===== config.mk =====
export PLATFORM = sky130hd
export DESIGN_NAME = m68k_bus_master
export DESIGN_NICKNAME = d
export VERILOG_FILES = /design/src/rtl/mcu_bus_pkg.sv /design/src/rtl/eclk_gen.sv /design/src/rtl/m68k_bus_master.sv
export SDC_FILE = /design/constraint.sdc
export NUM_CORES = 1
export LEC_CHECK = 0
export ABC_AREA = 1
export CAP_MARGIN = 20
export CELL_PAD_IN_SITES_DETAIL_PLACEMENT = 0
export CELL_PAD_IN_SITES_GLOBAL_PLACEMENT = 1
export CORE_ASPECT_RATIO = 0.8
export CORE_MARGIN = 1
export CORE_UTILIZATION = 25
export CTS_BUF_LIST = sky130_fd_sc_hd__clkbuf_4 sky130_fd_sc_hd__clkbuf_8
export DETAILED_ROUTE_END_ITERATION = 6
export PLACE_DENSITY = 0.59
export SLEW_MARGIN = 5
export SYNTH_ARGS = -nofsm -noshare
export SYNTH_HDL_FRONTEND = slang
export SYNTH_HIERARCHICAL = 1
export SYNTH_SLANG_ARGS = --single-unit

===== constraint.sdc =====
create_clock -name clk32 -period 3.7 [get_ports clk32]
set_clock_uncertainty 0.1 [all_clocks]
set_input_delay 0.74 -clock clk32 [delete_from_list [all_inputs] [get_ports clk32]]
set_output_delay 0.74 -clock clk32 [all_outputs]
set_load 0.03 [all_outputs]

===== src/rtl/mcu_bus_pkg.sv =====
// Shared definitions for the MCU bus: bus-master states, function codes and
// the interrupt-acknowledge address layout.
package mcu_bus_pkg;

    typedef enum logic [3:0] {
        ST_IDLE     = 4'd0,
        ST_S0       = 4'd1,
        ST_S1       = 4'd2,
        ST_S2       = 4'd3,
        ST_S3       = 4'd4,
        ST_S4       = 4'd5,
        ST_S5       = 4'd6,
        ST_S6       = 4'd7,
        ST_S7       = 4'd8,
        ST_WAIT     = 4'd9,
        ST_VPA_SYNC = 4'd10
    } state_t;

    localparam logic [2:0] FC_UDATA = 3'd1;
    localparam logic [2:0] FC_UPROG = 3'd2;
    localparam logic [2:0] FC_SDATA = 3'd5;
    localparam logic [2:0] FC_SPROG = 3'd6;
    localparam logic [2:0] FC_IACK  = 3'd7;

    localparam logic [19:0] IACK_ADDR_BASE = 20'hFFFFF;

    // Request fields held for the duration of one bus cycle.
    typedef struct packed {
        logic        rw;
        logic        uds;
        logic        lds;
        logic [15:0] wdata;
    } bus_req_t;

    function automatic logic [22:0] iack_addr(input logic [2:0] level);
        return {IACK_ADDR_BASE, level};
    endfunction

endpackage


===== src/rtl/eclk_gen.sv =====
// 6800-style E clock divider: free-running counter advanced by tick_en, E high
// for the last ECLK_HIGH counts of each period, wrap marks the E falling edge.
module eclk_gen #(
    parameter int ECLK_DIV  = 10,
    parameter int ECLK_HIGH = 4,
    parameter int CNT_W     = $clog2(ECLK_DIV)
) (
    input  logic             clk,
    input  logic             rst_n,
    input  logic             tick_en,
    output logic             e,
    output logic [CNT_W-1:0] cnt,
    output logic             wrap
);

    logic [CNT_W-1:0] cnt_q, cnt_d;
    logic             e_q, e_d;
    logic             last_s;

    assign last_s = (cnt_q == CNT_W'(ECLK_DIV - 1));

    // Next counter value and E level derived from it, so E tracks the counter.
    always_comb begin
        if (tick_en) begin
            cnt_d = last_s ? {CNT_W{1'b0}} : cnt_q + CNT_W'(1);
        end else begin
            cnt_d = cnt_q;
        end
        e_d = (cnt_d >= CNT_W'(ECLK_DIV - ECLK_HIGH));
    end

    // Counter and E registers.
    always_ff @(posedge clk or negedge rst_n) begin
        if (!rst_n) begin
            cnt_q <= {CNT_W{1'b0}};
            e_q   <= 1'b0;
        end else begin
            cnt_q <= cnt_d;
            e_q   <= e_d;
        end
    end

    assign e    = e_q;
    assign cnt  = cnt_q;
    assign wrap = tick_en && last_s;

endmodule


===== src/rtl/m68k_bus_master.sv =====
// 68000-style bus initiator: runs one S0..S7 word cycle per request, paced by
// the 8 MHz phase enables, ending on DTACK_N, BERR_N, VPA_N or a watchdog.
module m68k_bus_master
    import mcu_bus_pkg::*;
#(
    parameter int ECLK_DIV       = 10,
    parameter int ECLK_HIGH      = 4,
    parameter int VMA_ASSERT_CNT = 3,
    parameter int WAIT_MAX       = 255
) (
    input  logic        clk32,
    input  logic        porb,
    input  logic        mhz8_en1,
    input  logic        mhz8_en2,
    input  logic        req,
    input  logic        req_rw,
    input  logic [2:0]  req_fc,
    input  logic [22:0] req_addr,
    input  logic        req_uds,
    input  logic        req_lds,
    input  logic [15:0] req_wdata,
    output logic        busy,
    output logic        done,
    output logic        done_berr,
    output logic        done_vpa,
    output logic [15:0] rdata,
    output logic        AS_N,
    output logic        UDS_N,
    output logic        LDS_N,
    output logic        RW,
    output logic [2:0]  FC,
    output logic [22:0] A,
    output logic [15:0] DOUT,
    output logic        DOE,
    output logic        VMA_N,
    output logic        E,
    input  logic [15:0] DIN,
    input  logic        DTACK_N,
    input  logic        BERR_N,
    input  logic        VPA_N
);

    localparam int CNT_W  = $clog2(ECLK_DIV);
    localparam int WAIT_W = $clog2(WAIT_MAX + 1);

    state_t            state_q, state_d;
    bus_req_t          cur_q, cur_d;
    logic              berr_q, berr_d, vpa_q, vpa_d;
    logic [WAIT_W-1:0] wait_cnt_q, wait_cnt_d;
    logic              as_n_q, as_n_d, uds_n_q, uds_n_d, lds_n_q, lds_n_d;
    logic              rw_q, rw_d, doe_q, doe_d, vma_n_q, vma_n_d;
    logic [2:0]        fc_q, fc_d;
    logic [22:0]       a_q, a_d;
    logic [15:0]       dout_q, dout_d, rdata_q, rdata_d;
    logic              busy_q, busy_d, done_q, done_d;
    logic              done_berr_q, done_berr_d, done_vpa_q, done_vpa_d;
    logic              start_s, e_wrap_s;
    logic [CNT_W-1:0]  e_cnt_s;

    eclk_gen #(
        .ECLK_DIV  (ECLK_DIV),
        .ECLK_HIGH (ECLK_HIGH),
        .CNT_W     (CNT_W)
    ) u_eclk (
        .clk     (clk32),
        .rst_n   (porb),
        .tick_en (mhz8_en1),
        .e       (E),
        .cnt     (e_cnt_s),
        .wrap    (e_wrap_s)
    );

    // Bus-cycle sequencer: state transitions and next values of every bus output.
    always_comb begin
        state_d     = state_q;
        berr_d      = berr_q;
        vpa_d       = vpa_q;
        wait_cnt_d  = wait_cnt_q;
        as_n_d      = as_n_q;
        uds_n_d     = uds_n_q;
        lds_n_d     = lds_n_q;
        rw_d        = rw_q;
        doe_d       = doe_q;
        vma_n_d     = vma_n_q;
        fc_d        = fc_q;
        a_d         = a_q;
        dout_d      = dout_q;
        rdata_d     = rdata_q;
        busy_d      = busy_q;
        done_d      = 1'b0;
        done_berr_d = 1'b0;
        done_vpa_d  = 1'b0;
        start_s     = 1'b0;
        case (state_q)
            ST_IDLE: start_s = mhz8_en1 && req;
            ST_S0: begin
                if (mhz8_en2) state_d = ST_S1;
                else          state_d = ST_S0;
            end
            ST_S1: begin
                if (mhz8_en1) begin
                    state_d = ST_S2;
                    as_n_d  = 1'b0;
                    rw_d    = cur_q.rw;
                    uds_n_d = cur_q.rw ? ~cur_q.uds : 1'b1;
                    lds_n_d = cur_q.rw ? ~cur_q.lds : 1'b1;
                end else begin
                    state_d = ST_S1;
                end
            end
            ST_S2: begin
                if (mhz8_en2) begin
                    state_d = ST_S3;
                    doe_d   = ~cur_q.rw;
                    dout_d  = cur_q.rw ? dout_q : cur_q.wdata;
                end else begin
                    state_d = ST_S2;
                end
            end
            ST_S3: begin
                // Reads already drive these values; writes assert them here.
                if (mhz8_en1) begin
                    state_d = ST_S4;
                    uds_n_d = ~cur_q.uds;
                    lds_n_d = ~cur_q.lds;
                end else begin
                    state_d = ST_S3;
                end
            end
            ST_S4, ST_WAIT: begin
                if (!mhz8_en2) begin
                    state_d = state_q;
                end else if (!BERR_N) begin
                    state_d = ST_S5;
                    berr_d  = 1'b1;
                end else if (!DTACK_N) begin
                    state_d = ST_S5;
                end else if (!VPA_N) begin
                    state_d = ST_VPA_SYNC;
                end else if (wait_cnt_q == WAIT_W'(WAIT_MAX)) begin
                    state_d = ST_S5;
                    berr_d  = 1'b1;
                end else begin
                    state_d    = ST_WAIT;
                    wait_cnt_d = wait_cnt_q + WAIT_W'(1);
                end
            end
            ST_S5: begin
                if (mhz8_en1) state_d = ST_S6;
                else          state_d = ST_S5;
            end
            ST_S6: begin
                if (mhz8_en2) begin
                    state_d = ST_S7;
                    rdata_d = (cur_q.rw && !berr_q) ? DIN : rdata_q;
                    as_n_d  = 1'b1;
                    uds_n_d = 1'b1;
                    lds_n_d = 1'b1;
                    vma_n_d = 1'b1;
                end else begin
                    state_d = ST_S6;
                end
            end
            ST_VPA_SYNC: begin
                // VMA_N must already be low, so a late start waits a full E period.
                if (mhz8_en1 && e_wrap_s && !vma_n_q) begin
                    state_d = ST_S7;
                    vpa_d   = 1'b1;
                    rdata_d = cur_q.rw ? DIN : rdata_q;
                    as_n_d  = 1'b1;
                    uds_n_d = 1'b1;
                    lds_n_d = 1'b1;
                    vma_n_d = 1'b1;
                end else if (mhz8_en1 && (e_cnt_s == CNT_W'(VMA_ASSERT_CNT))) begin
                    vma_n_d = 1'b0;
                end else begin
                    state_d = ST_VPA_SYNC;
                end
            end
            ST_S7: begin
                if (mhz8_en1) begin
                    state_d     = ST_IDLE;
                    rw_d        = 1'b1;
                    doe_d       = 1'b0;
                    busy_d      = 1'b0;
                    done_d      = 1'b1;
                    done_berr_d = berr_q;
                    done_vpa_d  = vpa_q;
                    start_s     = req;
                end else begin
                    state_d = ST_S7;
                end
            end
            default: state_d = ST_IDLE;
        endcase
        if (start_s) begin
            state_d    = ST_S0;
            cur_d      = '{rw: req_rw, uds: req_uds, lds: req_lds, wdata: req_wdata};
            busy_d     = 1'b1;
            a_d        = req_addr;
            fc_d       = req_fc;
            rw_d       = 1'b1;
            as_n_d     = 1'b1;
            berr_d     = 1'b0;
            vpa_d      = 1'b0;
            wait_cnt_d = {WAIT_W{1'b0}};
        end else begin
            cur_d = cur_q;
        end
    end

    // State and output registers; reset negates every strobe at once.
    always_ff @(posedge clk32 or negedge porb) begin
        if (!porb) begin
            state_q     <= ST_IDLE;
            cur_q       <= '0;
            berr_q      <= 1'b0;
            vpa_q       <= 1'b0;
            wait_cnt_q  <= {WAIT_W{1'b0}};
            as_n_q      <= 1'b1;
            uds_n_q     <= 1'b1;
            lds_n_q     <= 1'b1;
            rw_q        <= 1'b1;
            doe_q       <= 1'b0;
            vma_n_q     <= 1'b1;
            fc_q        <= 3'd0;
            a_q         <= 23'd0;
            dout_q      <= 16'd0;
            rdata_q     <= 16'd0;
            busy_q      <= 1'b0;
            done_q      <= 1'b0;
            done_berr_q <= 1'b0;
            done_vpa_q  <= 1'b0;
        end else begin
            state_q     <= state_d;
            cur_q       <= cur_d;
            berr_q      <= berr_d;
            vpa_q       <= vpa_d;
            wait_cnt_q  <= wait_cnt_d;
            as_n_q      <= as_n_d;
            uds_n_q     <= uds_n_d;
            lds_n_q     <= lds_n_d;
            rw_q        <= rw_d;
            doe_q       <= doe_d;
            vma_n_q     <= vma_n_d;
            fc_q        <= fc_d;
            a_q         <= a_d;
            dout_q      <= dout_d;
            rdata_q     <= rdata_d;
            busy_q      <= busy_d;
            done_q      <= done_d;
            done_berr_q <= done_berr_d;
            done_vpa_q  <= done_vpa_d;
        end
    end

    assign busy      = busy_q;
    assign done      = done_q;
    assign done_berr = done_berr_q;
    assign done_vpa  = done_vpa_q;
    assign rdata     = rdata_q;
    assign AS_N      = as_n_q;
    assign UDS_N     = uds_n_q;
    assign LDS_N     = lds_n_q;
    assign RW        = rw_q;
    assign FC        = fc_q;
    assign A         = a_q;
    assign DOUT      = dout_q;
    assign DOE       = doe_q;
    assign VMA_N     = vma_n_q;

endmodule

==> summary.txt, run 1 <==
crit path DAT -> 2640 ps
Clock Path Buffers -> 2
GRT Overall Usage -> 0.130
Die X -> 158 µm
RSZ-0062 raised after global routing -> no
global-route wire length before repair -> 20,300 µm
most frequent cells in the layout -> nand2_1 (211), clkdlybuf4s50_1 (136), dfrtp_1 (101), inv_1 (63)
Die Span Y -> 127 µm
Final Core Density -> 0.353
DR vias -> 3,980
cts hold-fix bufs -> 0
initial drt markers -> 252
VDD IR max -> 0.000350 V
asr flop ratio synth -> 1.00
CTS Buf Count -> 9
Slew @ Worst Pin -> 921 ps
Final Setup Violations -> 0
WP data required -> 3850 ps
Placeable Area -> 0.0190 mm²
Netlist cell types -> 29
Hold/Removal Path Class -> primary input to asynchronous set/reset pin
Clock Root Buffer -> clkbuf_8
Area Overhead vs Synth -> 37.8%
Mapped Cells -> 572
Worst-Skew Late Latency -> 370 ps
power density over the cells -> 644 mW/mm²
initial antenna violation count -> 1
grt ovf -> 0
CTS H-Tree Depth -> 3
dpl hpwl -> 9000 µm
Primary FF master, synth -> dfrtp_1
#FFs+latches synth -> 106
nets -> 778
synthesized cell area -> 0.00488 mm²
DRC Markers -> 0
# clock sinks -> 106
GP Congestion -> 0.838
part of the Yosys area used for sequential elements -> 0.545
pre-CTS setup slack -> 809 ps
CP Launch Type -> primary input
final worst-path cycle share -> 0.674
commonest non-fill, non-tap cell in the layout -> nand2_1
total setup buffers inserted after CTS -> 0
Buffers on Ports -> 137
vias in the first global route -> 4,012
synth warn -> 6
post-route setup slack -> 1200 ps
clock-pin slew on the worst setup and hold paths -> 100 ps
TritonCTS clock tree -> yes
fin. max-slew vios -> 0
WS Path Type -> primary input to flip-flop
largest net degree at the start of global routing -> 60
fin crit period -> 2500 ps
IO Pins -> 138
maxcap violations -> 0
total wire length -> 12,400 µm
Mapped Nets -> 642
die area -> 0.0201 mm²
Worst setup EP type -> flip-flop
drt via density -> 4.10
fmax -> 0.401 GHz
worst reg2reg path depth -> 8
drt first pass iters -> 4
relative slew slack -> 0.386
final hold violation count -> 0
outcome -> finished, final reports clean
Static Leak -> 3.29 nW
Rows -> 45
Min Hold Slack -> 325 ps
Post-synth EDFFs -> 0
initial core utilization -> 0.256
share of cells above drive strength 1 -> 0.135
Ant. Diodes -> 0
Fin Setup TNS -> 0 ps
worst-path fanout max -> 32
Post-CTS Resized -> 0
Synth Area per Inst -> 8.52 µm²
antenna viol nets, final -> 0
drt wl/cell -> 12.7 µm
[power breakdown]
group	total [mW]	switching [mW]	internal (mW)
combinational	1.80	1.08	0.711
sequential	1.74	0.215	1.53
clock	0.792	0.430	0.362
total	4.33	1.73	2.60
[worst max-delay path: stages]
cell	delay [ps]
clkdlybuf4s50_1	490
nand2_2	90
inv_2	90
nand3_2	90
inv_1	60
nand3_1	120
nand3_1	180
nand4_4	480
nand2_1	220
o21ai_2	70
[metrics by stage]
step / power, mW / instances / area, µm²
global route: 4.65 / 971 / 6720
finish: 4.33 / 971 / 6720
global placement: 3.56 / 955 / 6500
CTS: 4.41 / 971 / 6720
floorplan: 2.81 / 572 / 4880
detailed placement: 3.58 / 955 / 6500
[kinds of logic (layout without fill, tap and decap cells)]
group                    Yosys count  in the layout  share of synthesized area
AND/OR/NAND/NOR                  312            312                      0.276
flip-flops                       106            106                      0.545
buffers and inverters             89            230                     0.0819
AO/OA/AOI/OAI                     61             61                     0.0890
XOR/XNOR                           3              3                    0.00539
adder cells (fa/ha/maj)            1              1                    0.00257
[state kept, by name (all words and copies together) (netlist names), 3 cells and up]
signal / cells
u_eclk/cnt: 4
DOUT: 16
wait_cnt_q: 8
A: 23
state_q: 4
FC: 3
rdata: 16
cur_q: 19
[routing by layer]
layer / vias up / share of wire / GRT usage
met2: 123 / 0.42 / 0.203
li1: 2037 / - / -
met3: 10 / 0.083 / 0.0478
met4: 0 / 0.0087 / 0.0288
met5: - / 0 / 0
met1: 1810 / 0.48 / 0.171
[synthesized netlist by cell type, types with 3 or more instances]
master | count | area, µm²
o21ai_0 | 16 | 80.1
o21ai_2 | 32 | 280
nand2_1 | 211 | 792
dfstp_2 | 5 | 131
nand4_1 | 3 | 18.8
xor2_1 | 3 | 26.3
nand2_2 | 16 | 100
nand3_2 | 3 | 30.0
nor2_1 | 32 | 120
o21ai_1 | 6 | 30.0
nor3_1 | 3 | 15.0
buf_2 | 10 | 50.1
nand3_1 | 31 | 155
dfrtp_1 | 101 | 2530
inv_2 | 7 | 26.3
nand3b_1 | 3 | 22.5
buf_6 | 7 | 78.8
a21oi_1 | 4 | 20.0
nor2_2 | 5 | 31.3
inv_1 | 63 | 236
[worst paths after layout]
check                         startpoint   endpoint  slack, ps
setup / recovery                mhz8_en1  rdata[12]       1200
hold / removal                      porb   done_vpa        330
setup reg to reg           u_eclk/cnt[2]  rdata[12]       1620
hold reg to reg                    VMA_N      VMA_N        380
max in group asynchronous           porb  rdata[14]       2390
min in group clk32                 VMA_N      VMA_N        380
[area by class of cell]
| type | instances | area, µm² |
|---|---|---|
| clock buffers | 11 | 151 |
| inverters | 70 | 263 |
| fillers | 1997 | 12300 |
| repair buffers | 144 | 1430 |
| clock inverters | 5 | 70.1 |
| well taps | 258 | 323 |
| multi-input cells | 377 | 1820 |
| flip-flops and latches | 106 | 2660 |
(Power assumes the default switching activity.)
==> run 2, diff against run 1 <==
==> constraint.sdc (replaced) <==
create_clock -name clk32 -period 2.55 [get_ports clk32]
set_clock_uncertainty 0.1 [all_clocks]
set_input_delay 0.51 -clock clk32 [delete_from_list [all_inputs] [get_ports clk32]]
set_output_delay 0.51 -clock clk32 [all_outputs]
set_load 0.03 [all_outputs]
==> run 2 against run 1 <==
  * Die area is the same
  * Routed wire length fell by 0.36%
  * Highest routed layer unchanged
  * Global-route usage grew 0.20 points
  * Power up 42%
==> summary.txt, run 2 (same netlist as run 1, synthesis figures left out) <==
outcome -> finished, final reports clean (unchanged)
Static Leak -> 3.30 nW (was 3.29 nW)
Worst Setup EP -> UDS_N (was rdata[12])
dpl hpwl -> 8980 µm (was 9000 µm)
grt ovf -> 0 (unchanged)
crit path cell chain -> clkdlybuf4s50_1 (was clkdlybuf4s50_1 > nand2_2 > inv_2 > nand3_2 > inv_1 > nand3_1 > nand3_1 > nand4_4 > nand2_1 > o21ai_2)
antenna viol nets, final -> 0 (unchanged)
Buffers on Ports -> 137 (unchanged)
WS Path Type -> flip-flop to output port (was primary input to flip-flop)
relative slew slack -> 0.661 (was 0.386)
max reg flops -> 23 (unchanged)
global-route wire length before repair -> 20,600 µm (was 20,300 µm)
fmax -> 0.452 GHz
drt via density -> 4.17 (was 4.10)
Rows -> 45 (unchanged)
final hold violation count -> 0 (unchanged)
total wire length -> 12,300 µm (was 12,400 µm)
initial antenna violation count -> 1 (unchanged)
die area -> 0.0201 mm² (unchanged)
total placed cells including tap cells -> 959 (was 955)
TritonCTS clock tree -> yes (unchanged)
Crit Reg-Reg Endpoint -> DOUT[15] (was rdata[12])
clock-pin slew on the worst setup and hold paths -> 100 ps (about the same)
Max stage delay on crit path -> 680 ps (was 490 ps)
total length of routed met2 wires -> 5270 µm (was 5250 µm)
Reg2Reg Launch Point -> state_q[3] (was u_eclk/cnt[2])
most frequent cells in the layout -> nand2_1 (211), clkdlybuf4s50_1 (136), dfrtp_1 (101), inv_1 (63) (unchanged)
largest net degree at the start of global routing -> 48 (was 60)
Crit path buffers/inverters -> 1 (was 3)
Clock Root Buffer -> clkbuf_8 (unchanged)
Placeable Area -> 0.0190 mm² (unchanged)
WP data required -> 1940 ps (was 3850 ps)
CTS H-Tree Depth -> 3 (unchanged)
VDD IR max -> 0.000502 V (was 0.000350 V)
final worst-path cycle share -> 0.867
CP Launch Type -> flip-flop (was primary input)
share of cells above drive strength 1 -> 0.139 (was 0.135)
slowest CP cell -> clkdlybuf4s50_1 (unchanged)
power density over the cells -> 913 mW/mm² (was 644 mW/mm²)
worst reg2reg path depth -> 7 (was 8)
Slew @ Worst Pin -> 508 ps (was 921 ps)
RSZ-0062 raised after global routing -> no (unchanged)
DR vias -> 4,070 (was 3,980)
drt wl/cell -> 12.6 µm (was 12.7 µm)
Worst setup EP type -> output port (was flip-flop)
drt first pass iters -> 6 (was 4)
worst-path fanout max -> 2 (was 32)
crit path DAT -> 1600 ps (was 2640 ps)
fin. max-slew vios -> 0 (unchanged)
Die X -> 158 µm (unchanged)
GP Congestion -> 0.819 (was 0.838)
IO Pins -> 138 (unchanged)
met3 wire len -> 1080 µm (was 1030 µm)
Final Setup Violations -> 0 (unchanged)
initial drt markers -> 264 (was 252)
initial core utilization -> 0.256 (unchanged)
Area Overhead vs Synth -> 38.4% (was 37.8%)
cell depth of the worst setup path -> 1 (was 10)
# clock sinks -> 106 (unchanged)
Hold/Removal Path Class -> flip-flop to flip-flop (was primary input to asynchronous set/reset pin)
Ant. Diodes -> 0 (unchanged)
Worst-Skew Late Latency -> 380 ps (was 370 ps)
maxcap violations -> 0 (unchanged)
Die Span Y -> 127 µm (unchanged)
Crit. Startpoint -> UDS_N (was mhz8_en1)
R2R Setup Slk -> 700 ps (was 1620 ps)
commonest non-fill, non-tap cell in the layout -> nand2_1 (unchanged)
highest routed metal layer -> met4 (unchanged)
vias in the first global route -> 4,170 (was 4,012)
kind of cell adding the most delay to the critical path -> buffers and inverters (was simple AND/OR/NAND/NOR gates)
nets -> 783 (was 778)
Fin Setup TNS -> 0 ps (unchanged)
fin crit period -> 2210 ps
wire length on met1 -> 5830 µm (was 5970 µm)
Clock Path Buffers -> 2 (unchanged)
DRC Markers -> 0 (unchanged)
GRT Overall Usage -> 0.132 (was 0.130)
Layout Cells excl Fill -> 976 (was 971)
CTS Buf Count -> 9 (unchanged)
## run 2: cell types whose count changed in the layout (fill, tap and decap cells not counted), sizes merged
cell	delta
clkinvlp	+1
bufinv	-1
dlygate4sd3	+1
inv	-1
clkbuf	+1
buf	+4
## run 2: worst reg2reg max path, delay by kind of cell (launching register included)
kind | cells | cell delay [ps]
AOI/OAI and AO/OA | 1 | 50
DFF | 1 | 440
and+or+nand+nor | 4 | 690
buffers and inverters | 2 | 440
## run 2: stage by stage
step | cell area [µm²] | total power [mW] | setup WS (ps) | util | hold WS (ps)
final | 6750 | 6.16 | 338 | 0.355 | 383
after global routing | 6750 | 6.64 | 273 | 0.355 | 407
after CTS | 6750 | 6.29 | 278 | 0.355 | 383
after detailed placement | 6550 | 5.21 | 110 | 0.344 | 365
after global placement | 6550 | 5.19 | 162 | 0.344 | 359
after floorplan | 4880 | 4.08 | 866 | - | 114
## run 2: how the worst min path moves through the flow
stage,startpoint,endpoint,slack [ps],depth (start not counted)
global placement,busy,busy,360,2
detailed placement,A[8],A[8],360,2
floorplan,porb,A[0],110,0
global route,A[1],A[1],410,2
CTS,VMA_N,VMA_N,380,2
finish,VMA_N,VMA_N,380,2
## run 2: layout make-up
class                   instances  area (µm²)
fillers                      2049       12300
flip-flops and latches        106        2660
multi-input cells             377        1820
repair buffers                149        1500
well taps                     258         323
inverters                      70         263
clock buffers                  12         153
clock inverters                 4        36.3
## run 2: metal layers
metal / track usage / vias to the layer above
li1: - / 2049
met1: 0.171 / 1891
met2: 0.204 / 118
met3: 0.0530 / 12
met4: 0.0339 / 0
met5: 0 / -
## run 2: report_power, final
| part | leakage [nW] | switching [mW] | internal [mW] |
|---|---|---|---|
| clock network | 0.0955 | 0.604 | 0.416 |
| logic | 1.83 | 1.58 | 1.05 |
| registers | 1.37 | 0.302 | 2.21 |
| total | 3.30 | 2.49 | 3.68 |
## run 2: repair_timing
action,in CTS,in global routing
resized for setup,0,0
endpoints found under the hold margin,29,0
hold buffers,1,0
buffers inserted,0,0
==> run 3, diff against run 2 <==
--- a/config.mk
+++ b/config.mk
@@ -14,6 +14,7 @@
 export CORE_UTILIZATION = 25
 export CTS_BUF_LIST = sky130_fd_sc_hd__clkbuf_4 sky130_fd_sc_hd__clkbuf_8
 export DETAILED_ROUTE_END_ITERATION = 6
+export GPL_TIMING_DRIVEN = 0
 export PLACE_DENSITY = 0.59
 export SLEW_MARGIN = 5
 export SYNTH_ARGS = -nofsm -noshare
==> run 3 against run 2 <==
  * Combinational power about the same
  * Power up 2.0%
  * Global-route usage up 0.67 points
  * Final cell count up 0.92%
  * Sequential power about the same
  * Fmax down 0.54%
  * Critical path depth unchanged
  * Largest cell class unchanged
  * Highest routed layer unchanged
==> summary.txt, run 3 (same netlist as run 1, synthesis figures left out) <==
drt first pass iters -> 4 (was 6)
DRC Markers -> 0 (unchanged)
slowest CP cell -> clkdlybuf4s50_1 (unchanged)
Worst-Skew Late Latency -> 380 ps (about the same)
drt wl/cell -> 13.3 µm (was 12.6 µm)
global-route wire length before repair -> 21,500 µm (was 20,600 µm)
RSZ-0062 raised after global routing -> no (unchanged)
outcome -> finished, final reports clean (unchanged)
VDD IR max -> 0.000457 V (was 0.000502 V)
Die Span Y -> 127 µm (unchanged)
TritonCTS clock tree -> yes (unchanged)
power density over the cells -> 922 mW/mm² (was 913 mW/mm²)
grt ovf -> 0 (unchanged)
total wire length -> 13,100 µm (was 12,300 µm)
Crit path buffers/inverters -> 1 (unchanged)
drt via density -> 4.12 (was 4.17)
Post-CTS Resized -> 0 (unchanged)
kind of cell adding the most delay to the critical path -> buffers and inverters (unchanged)
CP Launch Type -> flip-flop (unchanged)
# clock sinks -> 106 (unchanged)
share of cells above drive strength 1 -> 0.146 (was 0.139)
vias in the first global route -> 4,148 (was 4,170)
total setup buffers inserted after CTS -> 0 (unchanged)
post-route setup slack -> 326 ps (was 338 ps)
initial core utilization -> 0.256 (unchanged)
Ant. Diodes -> 0 (unchanged)
CTS H-Tree Depth -> 3 (unchanged)
clock-pin slew on the worst setup and hold paths -> 100 ps (about the same)
Area Overhead vs Synth -> 39.8% (was 38.4%)
Layout Cells excl Fill -> 985 (was 976)
final worst-path cycle share -> 0.872 (was 0.867)
cts hold-fix bufs -> 1 (unchanged)
initial drt markers -> 217 (was 264)
Rows -> 45 (unchanged)
commonest non-fill, non-tap cell in the layout -> nand2_1 (unchanged)
GP Congestion -> 0.806 (was 0.819)
WP data required -> 1940 ps (about the same)
total placed cells including tap cells -> 968 (was 959)
Die X -> 158 µm (unchanged)
relative slew slack -> 0.662 (was 0.661)
Hold/Removal Path Class -> flip-flop to flip-flop (unchanged)
largest net degree at the start of global routing -> 79 (was 48)
antenna viol nets, final -> 0 (unchanged)
Worst setup EP type -> output port (unchanged)
Clock Path Buffers -> 2 (unchanged)
R2R Setup Slk -> 680 ps (was 700 ps)
max reg flops -> 23 (unchanged)
Clock Root Buffer -> clkbuf_8 (unchanged)
Buffers on Ports -> 137 (unchanged)
crit path DAT -> 1610 ps (was 1600 ps)
Max stage delay on crit path -> 670 ps (was 680 ps)
CTS Buf Count -> 9 (unchanged)
die area -> 0.0201 mm² (unchanged)
Placeable Area -> 0.0190 mm² (unchanged)
WS Path Type -> flip-flop to output port (unchanged)
final hold violation count -> 0 (unchanged)
Static Leak -> 3.35 nW (was 3.30 nW)
fin. max-slew vios -> 0 (unchanged)
IO Pins -> 138 (unchanged)
multi-input logic area -> 0.00182 mm² (unchanged)
Slew @ Worst Pin -> 506 ps (was 508 ps)
pre-CTS setup slack -> -31.5 ps (was 110 ps)
dpl hpwl -> 9650 µm (was 8980 µm)
Fin Setup TNS -> 0 ps (unchanged)
most frequent cells in the layout -> nand2_1 (211), clkdlybuf4s50_1 (136), dfrtp_1 (101), inv_1 (63) (unchanged)
initial antenna violation count -> 1 (unchanged)
Final Setup Violations -> 0 (unchanged)
worst-path fanout max -> 3 (was 2)
GRT Overall Usage -> 0.139 (was 0.132)
DR vias -> 4,063 (was 4,070)
nets -> 792 (was 783)
fin crit period -> 2220 ps (was 2210 ps)
crit path cell chain -> clkdlybuf4s50_1 (unchanged)
Fillers -> 2,005 (was 2,049)
fmax -> 0.450 GHz (was 0.452 GHz)
maxcap violations -> 0 (unchanged)
storage element area -> 0.00266 mm² (unchanged)
==> run 3: final timing paths <==
| kind | end | cells past startpoint | startpoint |
|---|---|---|---|
| max | VMA_N | 1 | VMA_N |
| min | VMA_N | 2 | VMA_N |
| max reg2reg | wait_cnt_q[2] | 9 | wait_cnt_q[1] |
| min reg2reg | VMA_N | 2 | VMA_N |
| max in group asynchronous | cur_q[11] | 3 | porb |
| min in group asynchronous | u_eclk/cnt[2] | 2 | porb |
==> run 3: stage by stage <==
step	total power [mW]	hold WS, ps	utilization	area, µm²
after floorplan	4.08	114	-	4880
after global placement	5.18	356	0.345	6570
after detailed placement	5.22	310	0.347	6600
after CTS	6.39	388	0.358	6820
after global routing	6.73	407	0.358	6820
final	6.28	385	0.358	6820
==> run 3: cell type report <==
type	count	share of cell area
flip-flops and latches	106	0.390
multi-input cells	377	0.267
repair buffers	139	0.207
well taps	258	0.0473
inverters	70	0.0385
clock buffers	10	0.0202
plain buffers	19	0.0200
clock inverters	6	0.0105
==> run 3: where the power goes <==
part	switching [mW]	internal [mW]	total (mW)	leakage (nW)
clock	0.631	0.494	1.12	0.105
sequential	0.312	2.21	2.53	1.37
combinational	1.60	1.04	2.63	1.87
total	2.54	3.74	6.28	3.35
==> run 3: per-layer routing <==
| layer | track usage | up-vias | share of wire |
|---|---|---|---|
| met5 | 0 | - | 0 |
| met4 | 0.0339 | 0 | 0.010 |
| met3 | 0.0502 | 10 | 0.077 |
| met2 | 0.219 | 106 | 0.45 |
| met1 | 0.180 | 1884 | 0.47 |
| li1 | - | 2063 | - |
